--- config.mk ---
export PLATFORM = sky130hd
export DESIGN_NAME = keypad_scanner
export DESIGN_NICKNAME = d
export VERILOG_FILES = /design/src/rtl/keypad_pkg.sv /design/src/rtl/key_fifo.sv /design/src/rtl/keypad_scanner.sv
export SDC_FILE = /design/constraint.sdc
export NUM_CORES = 1
export LEC_CHECK = 0
export BUFFER_PORTS_ARGS = -buffer_cell sky130_fd_sc_hd__clkbuf_2
export CAP_MARGIN = 40
export CORE_ASPECT_RATIO = 0.6
export CORE_MARGIN = 10
export CORE_UTILIZATION = 55
export DETAILED_ROUTE_END_ITERATION = 16
export PLACE_DENSITY = 0.77
export SYNTH_ARGS = -nofsm -noshare
export SYNTH_HDL_FRONTEND = slang
export SYNTH_SLANG_ARGS = --single-unit
--- constraint.sdc ---
create_clock -name clk -period 9.3 [get_ports clk]
set_input_delay 1.86 -clock clk [delete_from_list [all_inputs] [get_ports clk]]
set_output_delay 1.86 -clock clk [all_outputs]
set_load 0.01 [all_outputs]
--- src/rtl/keypad_pkg.sv ---
// Shared types and helpers for the matrix keypad scanner.
package keypad_pkg;

   localparam int KEY_CODE_MAX_W = 16;

   typedef enum logic [1:0] {
      ST_SETTLE,
      ST_SAMPLE,
      ST_EVAL,
      ST_ADVANCE
   } scan_state_e;

   typedef struct packed {
      logic                      rel;
      logic [KEY_CODE_MAX_W-1:0] code;
   } key_evt_t;

   function automatic int key_code_width(input int rows, input int cols);
      return (rows * cols > 1) ? $clog2(rows * cols) : 1;
   endfunction

endpackage

--- src/rtl/key_fifo.sv ---
// Synchronous FIFO for key events; a push into a full FIFO is accepted only
// when a pop happens in the same cycle.
module key_fifo #(
   parameter int WIDTH = 4,
   parameter int DEPTH = 4
) (
   input  logic             clk_i,
   input  logic             reset_i,
   input  logic             push_i,
   input  logic             pop_i,
   input  logic [WIDTH-1:0] wdata_i,
   output logic [WIDTH-1:0] rdata_o,
   output logic             full_o,
   output logic             empty_o
);

   localparam int AW = $clog2(DEPTH);

   logic [WIDTH-1:0] mem_q [DEPTH];
   logic [AW-1:0]    wr_q, wr_d;
   logic [AW-1:0]    rd_q, rd_d;
   logic [AW:0]      cnt_q, cnt_d;
   logic             do_push, do_pop;

   assign full_o  = (cnt_q == (AW+1)'(DEPTH));
   assign empty_o = (cnt_q == '0);
   assign do_pop  = pop_i & ~empty_o;
   assign do_push = push_i & (~full_o | do_pop);
   assign rdata_o = mem_q[rd_q];

   always_comb begin
      wr_d  = wr_q;
      rd_d  = rd_q;
      cnt_d = cnt_q;
      if (do_push) wr_d = wr_q + 1'b1;
      if (do_pop)  rd_d = rd_q + 1'b1;
      case ({do_push, do_pop})
         2'b10:   cnt_d = cnt_q + 1'b1;
         2'b01:   cnt_d = cnt_q - 1'b1;
         default: cnt_d = cnt_q;
      endcase
   end

   always_ff @(posedge clk_i) begin
      if (reset_i) begin
         wr_q  <= '0;
         rd_q  <= '0;
         cnt_q <= '0;
      end else begin
         wr_q  <= wr_d;
         rd_q  <= rd_d;
         cnt_q <= cnt_d;
      end
   end

   always_ff @(posedge clk_i) begin
      if (do_push) mem_q[wr_q] <= wdata_i;
   end

endmodule

--- src/rtl/keypad_scanner.sv ---
// Matrix keypad scanner with per-key debounce and a buffered event queue.
// Define KEYPAD_RELEASE_EVT_EN to also queue key-release events.
module keypad_scanner
   import keypad_pkg::*;
#(
   parameter int ROWS           = 4,
   parameter int COLS           = 4,
   parameter int SCAN_DIV       = 1000,
   parameter int DEBOUNCE_SCANS = 4,
   parameter int FIFO_DEPTH     = 4,
   localparam int CW            = key_code_width(ROWS, COLS)
) (
   input  logic            clk,
   input  logic            reset,
   input  logic [ROWS-1:0] key_in,
   output logic [COLS-1:0] key_out,
   output logic            key_valid,
   input  logic            key_ready,
   output logic [CW-1:0]   key_code,
   output logic            key_release,
   output logic            overflow,
   output logic            any_pressed
);

   localparam int NKEYS = ROWS * COLS;
   localparam int SLOTW = $clog2(SCAN_DIV);
   localparam int COLW  = $clog2(COLS);
   localparam int RW    = (ROWS > 1) ? $clog2(ROWS) : 1;
   localparam int DBW   = $clog2(DEBOUNCE_SCANS + 1);
`ifdef KEYPAD_RELEASE_EVT_EN
   localparam int EW    = CW + 1;
`else
   localparam int EW    = CW;
`endif

   // state      | meaning
   // SETTLE     | column col driven low, waiting SCAN_DIV cycles
   // SAMPLE     | latch inverted row lines
   // EVAL       | debounce one key (r, col) per cycle
   // ADVANCE    | step to next column
   scan_state_e state_q, state_d;

   logic [SLOTW-1:0] slot_q, slot_d;
   logic [COLW-1:0]  col_q, col_d;
   logic [RW-1:0]    r_q, r_d;
   logic [ROWS-1:0]  row_q, row_d;
   logic [NKEYS-1:0] stable_q, stable_d;
   logic [DBW-1:0]   cnt_q [NKEYS];
   logic [DBW-1:0]   cnt_d [NKEYS];
   logic             any_pressed_q, overflow_q;

   logic settle_en, sample_en, eval_en, adv_en;
   logic settle_done, last_row, last_col;
   logic [CW-1:0] code_cur;
   logic smp, flip, push_req, pop;
   logic fifo_full, fifo_empty;
   logic [EW-1:0] push_data, head_data;
   key_evt_t evt;
   logic unused_evt;

   assign settle_done = (slot_q == SLOTW'(SCAN_DIV - 1));
   assign last_row    = (r_q == RW'(ROWS - 1));
   assign last_col    = (col_q == COLW'(COLS - 1));
   assign code_cur    = CW'(int'(r_q) * COLS + int'(col_q));
   assign smp         = row_q[r_q];

   always_ff @(posedge clk) begin
      if (reset) state_q <= ST_SETTLE;
      else       state_q <= state_d;
   end

   always_comb begin
      state_d = state_q;
      case (state_q)
         ST_SETTLE:  if (settle_done) state_d = ST_SAMPLE;
         ST_SAMPLE:  state_d = ST_EVAL;
         ST_EVAL:    if (last_row) state_d = ST_ADVANCE;
         ST_ADVANCE: state_d = ST_SETTLE;
         default:    state_d = ST_SETTLE;
      endcase
   end

   always_comb begin
      settle_en = 1'b0;
      sample_en = 1'b0;
      eval_en   = 1'b0;
      adv_en    = 1'b0;
      case (state_q)
         ST_SETTLE:  settle_en = 1'b1;
         ST_SAMPLE:  sample_en = 1'b1;
         ST_EVAL:    eval_en   = 1'b1;
         ST_ADVANCE: adv_en    = 1'b1;
         default:    settle_en = 1'b0;
      endcase
   end

   always_comb begin
      slot_d = '0;
      col_d  = col_q;
      r_d    = r_q;
      row_d  = row_q;
      if (settle_en && !settle_done) slot_d = slot_q + 1'b1;
      if (sample_en) begin
         row_d = ~key_in;
         r_d   = '0;
      end
      if (eval_en) r_d = last_row ? '0 : r_q + 1'b1;
      if (adv_en)  col_d = last_col ? '0 : col_q + 1'b1;
   end

   // A key flips only after DEBOUNCE_SCANS consecutive disagreeing scans.
   always_comb begin
      stable_d = stable_q;
      cnt_d    = cnt_q;
      flip     = 1'b0;
      if (eval_en) begin
         if (smp == stable_q[code_cur]) begin
            cnt_d[code_cur] = '0;
         end else if (cnt_q[code_cur] == DBW'(DEBOUNCE_SCANS - 1)) begin
            stable_d[code_cur] = smp;
            cnt_d[code_cur]    = '0;
            flip               = 1'b1;
         end else begin
            cnt_d[code_cur] = cnt_q[code_cur] + 1'b1;
         end
      end
   end

   always_comb begin
      evt      = '0;
      evt.rel  = ~smp;
      evt.code = KEY_CODE_MAX_W'(code_cur);
   end

   assign unused_evt = ^evt;

`ifdef KEYPAD_RELEASE_EVT_EN
   assign push_req    = flip;
   assign push_data   = {evt.rel, evt.code[CW-1:0]};
   assign key_release = fifo_empty ? 1'b0 : head_data[CW];
`else
   assign push_req    = flip & smp;
   assign push_data   = evt.code[CW-1:0];
   assign key_release = 1'b0;
`endif

   assign key_valid   = ~fifo_empty;
   assign pop         = key_valid & key_ready;
   assign key_code    = fifo_empty ? '0 : head_data[CW-1:0];
   assign key_out     = ~(COLS'(1) << col_q);
   assign overflow    = overflow_q;
   assign any_pressed = any_pressed_q;

   always_ff @(posedge clk) begin
      if (reset) begin
         slot_q        <= '0;
         col_q         <= '0;
         r_q           <= '0;
         row_q         <= '0;
         stable_q      <= '0;
         any_pressed_q <= 1'b0;
         overflow_q    <= 1'b0;
         for (int i = 0; i < NKEYS; i++) cnt_q[i] <= '0;
      end else begin
         slot_q        <= slot_d;
         col_q         <= col_d;
         r_q           <= r_d;
         row_q         <= row_d;
         stable_q      <= stable_d;
         any_pressed_q <= |stable_d;
         for (int i = 0; i < NKEYS; i++) cnt_q[i] <= cnt_d[i];
         if (push_req && fifo_full && !pop) overflow_q <= 1'b1;
      end
   end

   key_fifo #(
      .WIDTH (EW),
      .DEPTH (FIFO_DEPTH)
   ) u_fifo (
      .clk_i   (clk),
      .reset_i (reset),
      .push_i  (push_req),
      .pop_i   (pop),
      .wdata_i (push_data),
      .rdata_o (head_data),
      .full_o  (fifo_full),
      .empty_o (fifo_empty)
   );

endmodule

Word-level counts from Yosys, hierarchy flattened
Memories as Yosys holds them, arrays and structs flattened. A register that Yosys moved wholly into a read port is not among the register bits.
Cells that the tools add are included.
{"block": "op_classes", "addsub": 9, "order_cmp": 5, "n_eq_ne": 13, "n_shift": 1, "mux": 38, "bitwise_logic": 13, "n_reduce_logical": 14}
{"cell": "2-to-1 mux 48 bit", "n": 2}
{"cell": "bitwise AND 48 bit", "n": 1}
{"cell": "bitwise mux 48 bit", "n": 1}
{"cell": "2-to-1 mux 16 bit", "n": 3}
{"cell": "inverter 48 bit", "n": 1}
{"cell": "bitwise mux 16 bit", "n": 1}
{"cell": "2-to-1 mux 2 bit", "n": 8}
{"cell": "OR reduction 16 bit", "n": 1}
{"cell": "binary-select mux 3 bit (select 4 bit)", "n": 1}
{"cell": "demux 3 bit (select 4 bit)", "n": 1}
{"cell": "2-to-1 mux 1 bit", "n": 12}
{"cell": "adder 10 x 1 -> 10 bit, second input constant", "n": 1}
{"cell": "== test 10 bit, second input constant", "n": 1}
{"cell": "== test 2 bit, second input constant", "n": 5}
{"cell": "2-to-1 mux 3 bit", "n": 3}
{"cell": "adder 2 x 1 -> 2 bit, second input constant", "n": 4}
{"cell": "inverter 4 bit", "n": 2}
{"cell": "case mux 2 bit (4 select lines)", "n": 1}
{"cell": "adder 3 x 1 -> 3 bit, second input constant", "n": 2}
{"cell": "case mux 3 bit (2 select lines)", "n": 1}
{"cell": ">= comparator 5 bit, second input constant", "n": 1}
{"cell": "logical AND 1 bit", "n": 5}
{"cell": "< comparator 4 x 5 -> 1 bit, second input constant", "n": 1}
{"cell": "< comparator 5 x 1 -> 1 bit, second input constant", "n": 1}
{"cell": "other kinds (24)", "n": 33}
{"block": "word_totals", "regBits": 93, "ramBits": 16, "word_cells": 121, "memories": 1}
{"memory": "u_fifo.mem_q", "depth": 4, "word_bits": 4, "rd": 1, "rd_clocked_by_memory_dff": 1, "wr": 1, "line_no": "key_fifo.sv:19", "text": "logic [WIDTH-1:0] mem_q [DEPTH];"}

Longest topological paths before layout
{"block": "logic_depth", "word_depth": 13, "ltp_mapped": 15, "mapped_depth_nobuf": 12}

Hierarchy
A second synthesis with hierarchy kept.
{"block": "unflattened", "hier_cells": 569, "hier_area_um2": 5690.5}
{"module": "keypad_scanner", "n_inst": 1, "cells_each": 495, "area_per_inst_um2": 4624.4, "seq_area_each_um2": 1721.7}
{"module": "key_fifo", "n_inst": 1, "cells_each": 74, "area_per_inst_um2": 1066.0, "seq_area_each_um2": 660.6}

Worst setup path before layout
No wires, ideal clock.
{"block": "synth_timing", "path_kind": "register to register", "from": "register col_q[0]", "to": "register u_fifo.cnt_q[2]", "setup_ps": 123, "t_arrival_ps": 3931, "required_time_ps": 9177, "path_slack_ps": 5245, "stages_incl_launch_ff": 16, "n_path_buf": 3, "synth_period_minus_slack_ps": 4055, "path_cell_list": "dfxtp_1 buf_6 buf_6 buf_1 mux4_2 mux4_2 ha_1 ha_1 nand2_1 nor2_1 a21oi_1 inv_1 fa_1 nor3_1 a22oi_1 mux2_1"}
{"block": "synth_via", "elab_chain_len": 13, "elab_cells_between_ends": 18}
{"element": "start, declared", "line_no": "keypad_scanner.sv:44", "text": "logic [COLW-1:0] col_q, col_d;"}
{"element": "start signal, assigned", "line_no": "keypad_scanner.sv:166", "text": "col_q <= col_d;"}
{"element": "adder 4 x 2 -> 4 bit *", "line_no": "keypad_scanner.sv:64", "text": "assign code_cur = CW'(int'(r_q) * COLS + int'(col_q));"}
{"element": "inverter 4 -> 5 bit (not written as such)", "line_no": "keypad_scanner.sv:119", "text": "end else if (cnt_q[code_cur] == DBW'(DEBOUNCE_SCANS - 1)) begin"}
{"element": "binary-select mux 3 bit (select 4 bit)", "line_no": "keypad_scanner.sv:119"}
{"element": "2-to-1 mux 3 bit (not written as such) (2 in series)", "line_no": "keypad_scanner.sv:119"}
{"element": "== test 3 x 2 -> 1 bit", "line_no": "keypad_scanner.sv:119"}
{"element": "2-to-1 mux 1 bit", "line_no": "keypad_scanner.sv:119"}
{"element": "2-to-1 mux 1 bit *", "line_no": "keypad_scanner.sv:117", "text": "if (smp == stable_q[code_cur]) begin"}
{"element": "2-to-1 mux 1 bit *", "line_no": "keypad_scanner.sv:116", "text": "if (eval_en) begin"}
{"element": "bitwise AND 1 bit *", "line_no": "keypad_scanner.sv:142", "text": "assign push_req = flip & smp;"}
{"element": "bitwise AND 1 bit *", "line_no": "key_fifo.sv:28", "text": "assign do_push = push_i & (~full_o | do_pop);"}
{"element": "== test 2 x 1 -> 1 bit or == test 2 bit (tied branches)", "line_no": "key_fifo.sv:37", "text": "case ({do_push, do_pop})"}
{"element": "case mux 3 bit (2 select lines) or nonzero test 2 bit (tied branches)"}
{"element": "end signal, assigned", "line_no": "key_fifo.sv:52", "text": "cnt_q <= cnt_d;"}
{"element": "end, declared", "line_no": "key_fifo.sv:22", "text": "logic [AW:0] cnt_q, cnt_d;"}
Mark *: on every way between the ends. The rest lies on a longest branch, timed or not. The select of a mux whose other input is x is not followed.
A chain may end at the register's enable or synchronous reset.

Worst setup path after layout
Ends and elaborated chain as after synthesis.

==> impl_metrics.sql <==
INSERT INTO impl_metrics (metric_group, metric, value, unit) VALUES
('clocking', 'clk-insertion-delay-late', '0.35', 'ns'),
('logic_synthesis', 'synth_seq_area_share', '43.7', '%'),
('logic_synthesis', 'syn-instance-count', '559', ''),
('grt', 'grt-ovfl-total', '0', ''),
('critical_path', 'cpLargestDelayFamily', 'multiplexers', ''),
('final_layout', 'postLayoutCoreUtil', '59.9', '%'),
('logic_synthesis', 'syn_avg_cell_area', '9.75', 'um2'),
('timing', 'min_period_over_period', '43.4', '%'),
('grt', 'grt_pass1_wl', '20.3', 'mm'),
('logic_synthesis', 'synth_async_sr_flop_share', '0', '%'),
('logic_synthesis', 'mappedNetlistArea', '5450', 'um2'),
('logic_synthesis', 'synth_edf_count', '16', ''),
('critical_path', 'end_kind', 'flop', ''),
('logic_synthesis', 'yosys.area.top_type_share', '34.9', '%'),
('routing', 'vias', '4271', ''),
('timing', 'setup_viol', '0', ''),
('final_layout', 'antenna_cells_inserted', '0', ''),
('timing', 'fmax', '248', 'MHz'),
('grt', 'grt_use_total', '17.3', '%'),
('critical_path', 'worstReg2RegEnd', 'u_fifo.cnt_q[2]$_SDFFE_PP0P_', ''),
('routing', 'average_wire_length_per_cell_after_detail_routing', '18.3', 'um'),
('power_and_ir_drop', 'power.leakage', '1.88', 'nW'),
('hold_path', 'min_path_cells', '1', ''),
('critical_path', 'worst-endpoint-arrival', '4.28', 'ns'),
('hold_path', 'timing.hold.worst.class', 'reg2reg', ''),
('job', 'cap_viol_max_count', '0', ''),
('critical_path', 'critical_path.slowest_cell', 'sky130_fd_sc_hd__mux4_2', ''),
('placement', 'routabilityCongestion', '0.900', ''),
('logic_synthesis', 'synth_most_common_cell', 'sky130_fd_sc_hd__dfxtp_1', ''),
('floorplanning', 'die-height', '97.1', 'um'),
('critical_path', 'crit_fanout', '25', ''),
('placement', 'post-dp-hpwl', '8.60', 'mm'),
('critical_path', 'crit_chain', 'buf_4 -> mux4_2 -> mux4_2 -> ha_1 -> ha_1 -> nand2_1 -> nor2_1 -> a21oi_1 -> inv_1 -> fa_1 -> nor3_1 -> a22oi_1 -> mux2_1', ''),
('clocking', 'clockRootBuffer', 'sky130_fd_sc_hd__clkbuf_16', ''),
('critical_path', 'crit-reg2reg-launch', 'col_q[0]$_SDFFE_PP0N_', ''),
('logic_synthesis', 'synth.distinct_cells', '53', ''),
('status', 'status', 'finished clean', ''),
('critical_path', 'cp.required', '9.54', 'ns'),
('timing', 'max_slew_margin', '38.0', '%'),
('clocking', 'cts.clk_slew.worst_paths', '0.07', 'ns'),
('clocking', 'htree_levels', '3', ''),
('floorplanning', 'io-pin-count', '19', ''),
('clocking', 'tritoncts', 'built', ''),
('placement', 'portBuffers', '17', ''),
('critical_path', 'critical_path.startpoint_type', 'flop', ''),
('logic_synthesis', 'ys_top_cells_by_area', 'sky130_fd_sc_hd__dfxtp_1, sky130_fd_sc_hd__edfxtp_1, sky130_fd_sc_hd__mux4_2, sky130_fd_sc_hd__nand3b_1, sky130_fd_sc_hd__o21ai_1', ''),
('routing', 'dr.first_iter.drc_count', '446', ''),
('power_and_ir_drop', 'worst_ir_drop_on_vdd', '127', 'uV'),
('final_layout', 'fin_nets', '576', ''),
('timing', 'fin_tns_setup', '0', 'ns'),
('hold_path', 'hold_path.startpoint', 'slot_q[0]$_SDFF_PP0_', ''),
('timing', 'final_max_slew_viol_count', '0', ''),
('hold_path', 'timing.hold.worst_endpoint', 'slot_q[0]$_SDFF_PP0_', ''),
('final_layout', 'num-fill-cells', '805', ''),
('timing', 'max_slew.worst_pin.slew', '0.931', 'ns'),
('logic_synthesis', 'synth.net_count', '587', ''),
('critical_path', 'timing.setup.critical_path_class', 'reg2reg', ''),
('power_and_ir_drop', 'power.density_cell_area', '195', 'nW/um2'),
('critical_path', 'delay_of_the_slowest_critical_path_stage', '0.60', 'ns'),
('clocking', 'cts.path.max_buffers', '2', ''),
('timing', 'timing_hold_violations_final', '0', ''),
('clocking', 'cts_resized', '0', ''),
('final_layout', 'areaGrowthSynthToFinish', '7.32', '%'),
('final_layout', 'ff_latch_area', '2380', 'um2'),
('logic_synthesis', 'synth_flop_cell', 'sky130_fd_sc_hd__dfxtp_1', ''),
('routing', 'drt_first_pass_iters', '5', ''),
('floorplanning', 'die_width', '149', 'um'),
('clocking', 'cts.hold.buffers_added', '0', ''),
('clocking', 'numCtsBuffers', '9', ''),
('floorplanning', 'placement_rows', '28', ''),
('routing', 'total_routed_length', '12.6', 'mm');
[state kept, by name, indices dropped and copies added, names as in the netlist, named ones only]
| name | cells |
|---|---|
| overflow | 1 |
| r_q | 2 |
| u_fifo.rd_q | 2 |
| state_q | 2 |
| stable_q | 16 |
| cnt_q | 48 |
| col_q | 2 |
| slot_q | 10 |
| u_fifo.mem_q | 16 |
| row_q | 4 |
| u_fifo.wr_q | 2 |
| u_fifo.cnt_q | 3 |
| any_pressed | 1 |
[worst register-to-register path, cell delays in order (launching register included)]
cell and delay (ns):
sky130_fd_sc_hd__dfxtp_1 0.38, sky130_fd_sc_hd__buf_4 0.41, sky130_fd_sc_hd__mux4_2 0.61, sky130_fd_sc_hd__mux4_2 0.49, sky130_fd_sc_hd__ha_1 0.22, sky130_fd_sc_hd__ha_1 0.24
sky130_fd_sc_hd__nand2_1 0.09, sky130_fd_sc_hd__nor2_1 0.11, sky130_fd_sc_hd__a21oi_1 0.23, sky130_fd_sc_hd__inv_1 0.11, sky130_fd_sc_hd__fa_1 0.41, sky130_fd_sc_hd__nor3_1 0.20
sky130_fd_sc_hd__a22oi_1 0.11, sky130_fd_sc_hd__mux2_1 0.32
[stage by stage]
stage               hold slack, ns  std cells  cell area [um2]  setup slack, ns
global placement             0.445        670             5530             5.49
CTS                          0.475        687             5840             5.14
detailed placement           0.453        671             5540             5.28
global route                 0.503        688             5850             5.04
finish                       0.473        688             5850             5.26
floorplan                    0.430        559             5450             5.25
[how the worst max path moves through the flow]
| stage | slack [ns] | cells after the start | to |
|---|---|---|---|
| after floorplan | 5.25 | 15 | u_fifo.cnt_q[2]$_SDFFE_PP0P_ |
| after global placement | 5.49 | 13 | u_fifo.cnt_q[2]$_SDFFE_PP0P_ |
| after detailed placement | 5.28 | 12 | u_fifo.cnt_q[2]$_SDFFE_PP0P_ |
| after CTS | 5.14 | 4 | key_out[0] |
| final | 5.26 | 13 | u_fifo.cnt_q[2]$_SDFFE_PP0P_ |
| after global routing | 5.04 | 13 | u_fifo.cnt_q[2]$_SDFFE_PP0P_ |
[cell type report]
type	count	area share [%]
Sequential cell	111	40.7
Clock buffer	13	4.28
Inverter	19	1.22
Timing Repair Buffer	21	2.22
Clock inverter	3	0.749
Multi-Input combinational cell	386	47.9
Tap cell	135	2.89
[where the power goes]
part           internal, W  leakage [nW]  total, W  switching (W)
sequential        0.000516         0.917  0.000548      0.0000317
combinational    0.0000926         0.822  0.000212       0.000120
clock             0.000217         0.144  0.000383       0.000166
[per-layer routing]
| metal | GRT usage (%) | up-vias | wire (um) |
|---|---|---|---|
| li1 | - | 2005 | - |
| met1 | 24.3 | 2068 | 5770 |
| met2 | 24.5 | 174 | 5470 |
| met3 | 5.21 | 24 | 1130 |
| met4 | 5.39 | 0 | 200 |
| met5 | 0 | - | 0 |
[layout by cell type, fill, tap and decap left out, drive strengths merged, types with 9 or more instances in the layout]
cell,netlist,routed
a211oi,9,9
nand2,23,23
a21oi,26,26
clkbuf,30,30
mux4,20,20
and2,9,9
nor2,45,45
dfxtp,95,95
inv,19,20
nand3b,48,48
o21ai,84,84
nand3,23,23
ha,20,20
edfxtp,16,16
mux2i,15,15
[cells by family (layout without fill, tap and decap cells)]
group           count (synthesis)  after routing  share of synthesized area (%)
compound gates                140            140                           15.5
other cells                     1              1                         0.0688
simple gates                  177            177                           17.9
mux                            38             38                           11.6
buf+inv                        62             56                           4.87
xor+xnor                        9              9                           1.45
fa+ha+maj                      21             21                           4.96
flops                         111            111                           43.7
Note: power is estimated with default switching activity, not from simulation.
